$ cat config.mk
export PLATFORM = sky130hd
export DESIGN_NAME = rc4_sbox_sched_flat
export DESIGN_NICKNAME = d
export VERILOG_FILES = /design/src/rtl/rc4_pkg.sv /design/src/rtl/rc4_sbox_sched_if.sv /design/src/rtl/rc4_sbox_sched.sv /design/src/flat_wrapper.sv
export SDC_FILE = /design/constraint.sdc
export NUM_CORES = 1
export LEC_CHECK = 0
export ABC_AREA = 1
export BUFFER_PORTS_ARGS = -buffer_cell sky130_fd_sc_hd__buf_2
export CAP_MARGIN = 40
export CELL_PAD_IN_SITES_DETAIL_PLACEMENT = 0
export CELL_PAD_IN_SITES_GLOBAL_PLACEMENT = 2
export CORE_MARGIN = 2
export CORE_UTILIZATION = 30
export DETAILED_ROUTE_END_ITERATION = 6
export GPL_ROUTABILITY_DRIVEN = 0
export HOLD_SLACK_MARGIN = 0.06
export PLACE_DENSITY_LB_ADDON = 0.1
export SETUP_SLACK_MARGIN = 0.4
export SLEW_MARGIN = 5
export SYNTH_ARGS = -nofsm -noshare
export SYNTH_HDL_FRONTEND = slang
export SYNTH_SLANG_ARGS = --single-unit
export TNS_END_PERCENT = 30
$ cat constraint.sdc
create_clock -name clk -period 3.65 [get_ports clk]
set_input_delay 0.73 -clock clk [delete_from_list [all_inputs] [get_ports clk]]
set_output_delay 0.73 -clock clk [all_outputs]
set_load 0.02 [all_outputs]
$ cat src/rtl/rc4_pkg.sv
// rc4_pkg: shared types, defaults and key-symbol helper for the RC4 S-box builder
package rc4_pkg;
  localparam int DEF_DATA_W = 8;
  localparam int DEF_KEY_BYTES = 3;
  localparam int MAX_W = 256;
  typedef enum logic [3:0] {IDLE, FILL, RD_I, WAIT_I, RD_J, WAIT_J, WR_I, WR_J, DONE} state_t;
  // Symbol 0 is the most-significant dw bits of the packed key.
  function automatic logic [MAX_W-1:0] key_sym(input logic [MAX_W-1:0] key, input int dw, input int kb, input int n);
    return key >> ((kb - 1 - n) * dw);
  endfunction
endpackage

$ cat src/rtl/rc4_sbox_sched_if.sv
// rc4_sbox_sched_if: control handshake plus single-port S-memory bus
interface rc4_sbox_sched_if #(parameter int DATA_W = 8, parameter int KEY_BYTES = 3);
  logic start, ksa_en, busy, done, mem_wren;
  logic [KEY_BYTES*DATA_W-1:0] key;
  logic [DATA_W-1:0] mem_addr, mem_wdata, mem_q;
  modport master(output start, ksa_en, key, mem_q, input busy, done, mem_addr, mem_wdata, mem_wren);
  modport slave(input start, ksa_en, key, mem_q, output busy, done, mem_addr, mem_wdata, mem_wren);
endinterface

$ cat src/rtl/rc4_sbox_sched.sv
// rc4_sbox_sched: fills S[i]=i then optionally runs the RC4 key-scheduling swap pass
module rc4_sbox_sched
  import rc4_pkg::*;
#(
  parameter int DATA_W = DEF_DATA_W,
  parameter int KEY_BYTES = DEF_KEY_BYTES,
  parameter int RD_LAT = 1
) (
  input logic clk,
  input logic rst_n,
  rc4_sbox_sched_if.slave bus
);
  localparam int CW = $clog2(RD_LAT + 1);
  localparam int KW = KEY_BYTES > 1 ? $clog2(KEY_BYTES) : 1;
  localparam logic [DATA_W-1:0] LAST = '1;
  state_t state_q;
  logic [DATA_W-1:0] i_q, j_q, si_q, addr_q, wdata_q, j_d;
  logic [KW-1:0] kidx_q;
  logic [CW-1:0] wait_q;
  logic [KEY_BYTES*DATA_W-1:0] key_q;
  logic ksa_q, busy_q, done_q, wren_q;
  assign j_d = j_q + bus.mem_q + DATA_W'(key_sym(MAX_W'(key_q), DATA_W, KEY_BYTES, int'(kidx_q)));
  assign bus.busy = busy_q;
  assign bus.done = done_q;
  assign bus.mem_addr = addr_q;
  assign bus.mem_wdata = wdata_q;
  assign bus.mem_wren = wren_q;
  // Outputs are loaded on the transition, so they are valid for the whole target state.
  always_ff @(posedge clk or negedge rst_n)
    if (!rst_n) begin
      state_q <= IDLE;
      i_q <= '0;
      j_q <= '0;
      si_q <= '0;
      kidx_q <= '0;
      wait_q <= '0;
      key_q <= '0;
      ksa_q <= 1'b0;
      busy_q <= 1'b0;
      done_q <= 1'b0;
      wren_q <= 1'b0;
      addr_q <= '0;
      wdata_q <= '0;
    end else begin
      done_q <= 1'b0;
      case (state_q)
        IDLE: if (bus.start) begin
          state_q <= FILL;
          key_q <= bus.key;
          ksa_q <= bus.ksa_en;
          i_q <= '0;
          j_q <= '0;
          kidx_q <= '0;
          busy_q <= 1'b1;
          wren_q <= 1'b1;
          addr_q <= '0;
          wdata_q <= '0;
        end
        FILL: if (i_q == LAST) begin
          i_q <= '0;
          wren_q <= 1'b0;
          addr_q <= '0;
          state_q <= ksa_q ? RD_I : DONE;
          busy_q <= ksa_q;
          done_q <= !ksa_q;
        end else begin
          i_q <= i_q + 1'b1;
          addr_q <= i_q + 1'b1;
          wdata_q <= i_q + 1'b1;
        end
        RD_I: begin
          state_q <= WAIT_I;
          wait_q <= CW'(RD_LAT - 1);
        end
        WAIT_I: if (wait_q != '0) wait_q <= wait_q - 1'b1;
        else begin
          si_q <= bus.mem_q;
          j_q <= j_d;
          addr_q <= j_d;
          state_q <= RD_J;
        end
        RD_J: begin
          state_q <= WAIT_J;
          wait_q <= CW'(RD_LAT - 1);
        end
        WAIT_J: if (wait_q != '0) wait_q <= wait_q - 1'b1;
        else begin
          wdata_q <= bus.mem_q;
          addr_q <= i_q;
          wren_q <= 1'b1;
          state_q <= WR_I;
        end
        WR_I: begin
          addr_q <= j_q;
          wdata_q <= si_q;
          state_q <= WR_J;
        end
        WR_J: begin
          i_q <= i_q + 1'b1;
          kidx_q <= kidx_q == KW'(KEY_BYTES - 1) ? '0 : kidx_q + 1'b1;
          wren_q <= 1'b0;
          addr_q <= i_q + 1'b1;
          state_q <= i_q == LAST ? DONE : RD_I;
          busy_q <= i_q != LAST;
          done_q <= i_q == LAST;
        end
        default: begin
          state_q <= IDLE;
          busy_q <= 1'b0;
          wren_q <= 1'b0;
        end
      endcase
    end
endmodule
$ cat src/flat_wrapper.sv
// flat-port wrapper written by rule: the top's interface ports become plain ports
module rc4_sbox_sched_flat import rc4_pkg::*;
#(
  parameter int DATA_W = DEF_DATA_W,
  parameter int KEY_BYTES = DEF_KEY_BYTES,
  parameter int RD_LAT = 1
)
  (clk, rst_n, bus_start, bus_ksa_en, bus_key, bus_mem_q, bus_busy, bus_done, bus_mem_addr, bus_mem_wdata, bus_mem_wren);
  rc4_sbox_sched_if #(.DATA_W(DATA_W), .KEY_BYTES(KEY_BYTES)) bus_i ();
  input logic clk;
  input logic rst_n;
  input wire logic [$bits(bus_i.start)-1:0] bus_start;
  input wire logic [$bits(bus_i.ksa_en)-1:0] bus_ksa_en;
  input wire logic [$bits(bus_i.key)-1:0] bus_key;
  input wire logic [$bits(bus_i.mem_q)-1:0] bus_mem_q;
  output wire logic [$bits(bus_i.busy)-1:0] bus_busy;
  output wire logic [$bits(bus_i.done)-1:0] bus_done;
  output wire logic [$bits(bus_i.mem_addr)-1:0] bus_mem_addr;
  output wire logic [$bits(bus_i.mem_wdata)-1:0] bus_mem_wdata;
  output wire logic [$bits(bus_i.mem_wren)-1:0] bus_mem_wren;
  assign bus_i.start = bus_start;
  assign bus_i.ksa_en = bus_ksa_en;
  assign bus_i.key = bus_key;
  assign bus_i.mem_q = bus_mem_q;
  assign bus_busy = bus_i.busy;
  assign bus_done = bus_i.done;
  assign bus_mem_addr = bus_i.mem_addr;
  assign bus_mem_wdata = bus_i.mem_wdata;
  assign bus_mem_wren = bus_i.mem_wren;
  rc4_sbox_sched #(.DATA_W(DATA_W), .KEY_BYTES(KEY_BYTES), .RD_LAT(RD_LAT)) u_core (.clk(clk), .rst_n(rst_n), .bus(bus_i));
endmodule
==> results_dict.tcl <==
set metrics [dict create \
    status "complete, no violations" \
    ios 55 \
    layout_commonest_cell "nand2_1" \
    cts_hold_buf 0 \
    port_buffers 54 \
    leakage_nw 2.58 \
    slew_headroom 0.668 \
    drive_gt1_frac 0.186 \
    core_um2 13300 \
    max_stage_delay_ns 0.44 \
    dr.pass1.iters 4 \
    synth_nets 579 \
    worst_path_dominant_cell_family "adder cells" \
    setup_viol 0 \
    skew_ns 0.00771 \
    cp_cell_sequence "buf_4, ha_1, a211oi_2, fa_1, ha_1, inv_1, fa_2, or2_2, o211ai_1, a21oi_1, nand2_1" \
    grt_first_pass_wirelength_um 18400 \
    cts_tree "yes" \
    ir_worst_vdd_mv 0.291 \
    path_clk_slew_ns 0.06 \
    layout_common_cells "nand2_1, dfrtp_1, buf_2" \
    slew_violations 0 \
    fp.dieW_um 121 \
    drtIter0Drc 187 \
    synth_area_leaders "dfrtp_1, nand2_1, inv_1" \
    synth_seq_cells 74 \
    grt_max_degree 41 \
    antenna_cells 0 \
    fmax_ghz 0.336 \
    synth_cell_types 37 \
    rsz0062_at_grt "false" \
    worst_slack_ns 0.673 \
    clock_sinks 74 \
    power.density_nw_per_um2 993 \
    ant_nets 0 \
    yosys.area.top_type "dfrtp_1" \
    cts-root-buf "clkbuf_16" \
    drc 0 \
    synth_area_um2 4110 \
    syn_to_final_growth_pct 19.0 \
    std_cell_rows 42 \
    cp.arrival_ns 3.26 \
    die_h_um 121 \
    clk_latency_ns 0.34 \
    r2r_cells 11 \
    cap_violations 0 \
    routedWlPerCell_um 14.9 \
    viasPerCell 4.61 \
    synth.avg_cell_area_um2 7.83 \
    path_max_fanout 10 \
    antenna_found_initial 0 \
    synthCells 525 \
    vias 3511 \
    cp_slowest_cell "fa_1" \
    final_nets 635 \
    worstSetupEndpointType "flop" \
    seq_area_frac_synth 0.451 \
    cp_common_cell "ha_1" \
    worst-path-buf-inv 2 \
    finalCritPeriodShare 0.816 \
    ys.warnings.count 0 \
    place_hpwl_um 8380 \
    yosysTopAreaCellShare 0.451 \
    start_util 0.309 \
    startpoint_type "flop" \
    hold_violations 0 \
    dieArea_um2 14600 \
    cts_buffers 9 \
    grt_overflow_total 0 \
    hold_class "in2async" \
    clock_path_buffers 2 \
    path_class "reg2reg" \
    htree_levels 3 \
    dp_slack_ns 0.379 \
    fin_crit_ns 2.98 \
    cp.required_ns 3.93 \
    track_usage 0.166 \
    drt_wl_total_um 11300 \
    tightest_slew_ns 0.497 \
    tns_ns 0 \
    crit_cells 11 \
    grt_pass1_vias 3362 \
]
-- cells by family after synthesis --
logic type               share of synthesized area
AND/OR/NAND/NOR                              0.290
AO/OA/AOI/OAI                                0.114
buffers and inverters                       0.0722
flip-flops                                   0.451
adder cells (fa/ha/maj)                     0.0694
XOR/XNOR                                   0.00426
-- state kept, by name, indices dropped and copies added, names as in the netlist --
name,cells
u_core.key_q,24
u_core.bus.mem_addr,8
u_core.bus.mem_wdata,8
u_core.i_q,8
u_core.j_q,8
u_core.si_q,8
u_core.state_q,4
u_core.kidx_q,2
u_core.bus.busy,1
u_core.bus.done,1
u_core.bus.mem_wren,1
u_core.ksa_q,1
-- synthesized netlist by cell type, drive strengths merged --
cell type / number
a211oi: 7
ha: 10
or2: 1
nand2: 208
nor3: 4
a21o: 1
a31o: 1
nand4: 6
inv: 57
o22ai: 10
a21oi: 28
o211ai: 1
dfrtp: 74
clkinv: 1
nand3: 30
a31oi: 2
nand3b: 2
buf: 13
o21bai: 1
xor2: 2
fa: 8
o21ai: 33
nor2: 22
clkbuf: 3
-- power breakdown --
group          switching (W)  internal [W]
clock network       0.000349      0.000479
registers           0.000211       0.00115
logic                0.00172      0.000950
-- worst paths after layout --
check / slack (ns) / to / startpoint
max in group asynchronous: 2.71 / u_core.j_q[5] / rst_n
min: 0.35 / u_core.bus.busy / rst_n
min in group clk: 0.46 / u_core.bus.mem_wdata[2] / u_core.bus.mem_wdata[2]
min reg2reg: 0.46 / u_core.bus.mem_wdata[2] / u_core.bus.mem_wdata[2]
max reg2reg: 0.67 / u_core.bus.mem_addr[2] / u_core.kidx_q[0]
max: 0.67 / u_core.bus.mem_addr[2] / u_core.kidx_q[0]
-- cell type report --
cell class,count,area (um^2)
fillers,1436,8410
multi-input cells,377,1990
flip-flops and latches,74,1850
repair buffers,61,338
clock buffers,14,254
inverters,58,221
well taps,176,220
clock inverters,2,12.5
-- per-layer routing --
| metal | GRT usage | wire length (um) | part of all wire | up-vias |
|---|---|---|---|---|
| met5 | 0 | 0 | 0 | - |
| met4 | 0.0683 | 207 | 0.018 | 0 |
| met3 | 0.0273 | 437 | 0.039 | 11 |
| met2 | 0.252 | 4980 | 0.44 | 75 |
| met1 | 0.235 | 5710 | 0.50 | 1618 |
| li1 | - | - | - | 1807 |
-- what timing repair did --
action                     CTS  global route
setup buffers                0             2
setup endpoints to repair    3             6
resized for setup            1             4
pin swaps                    0             2
-- through the flow --
stage,total power (W),hold slack (ns),utilization,area [um^2],instances
after floorplan,0.00331,0.434,-,4130,525
after global placement,0.00396,0.450,0.343,4560,743
after detailed placement,0.00398,0.454,0.345,4580,744
after CTS,0.00484,0.366,0.365,4850,760
after global routing,0.00537,0.376,0.368,4890,762
final,0.00486,0.350,0.368,4890,762
(Power assumes the default switching activity.)
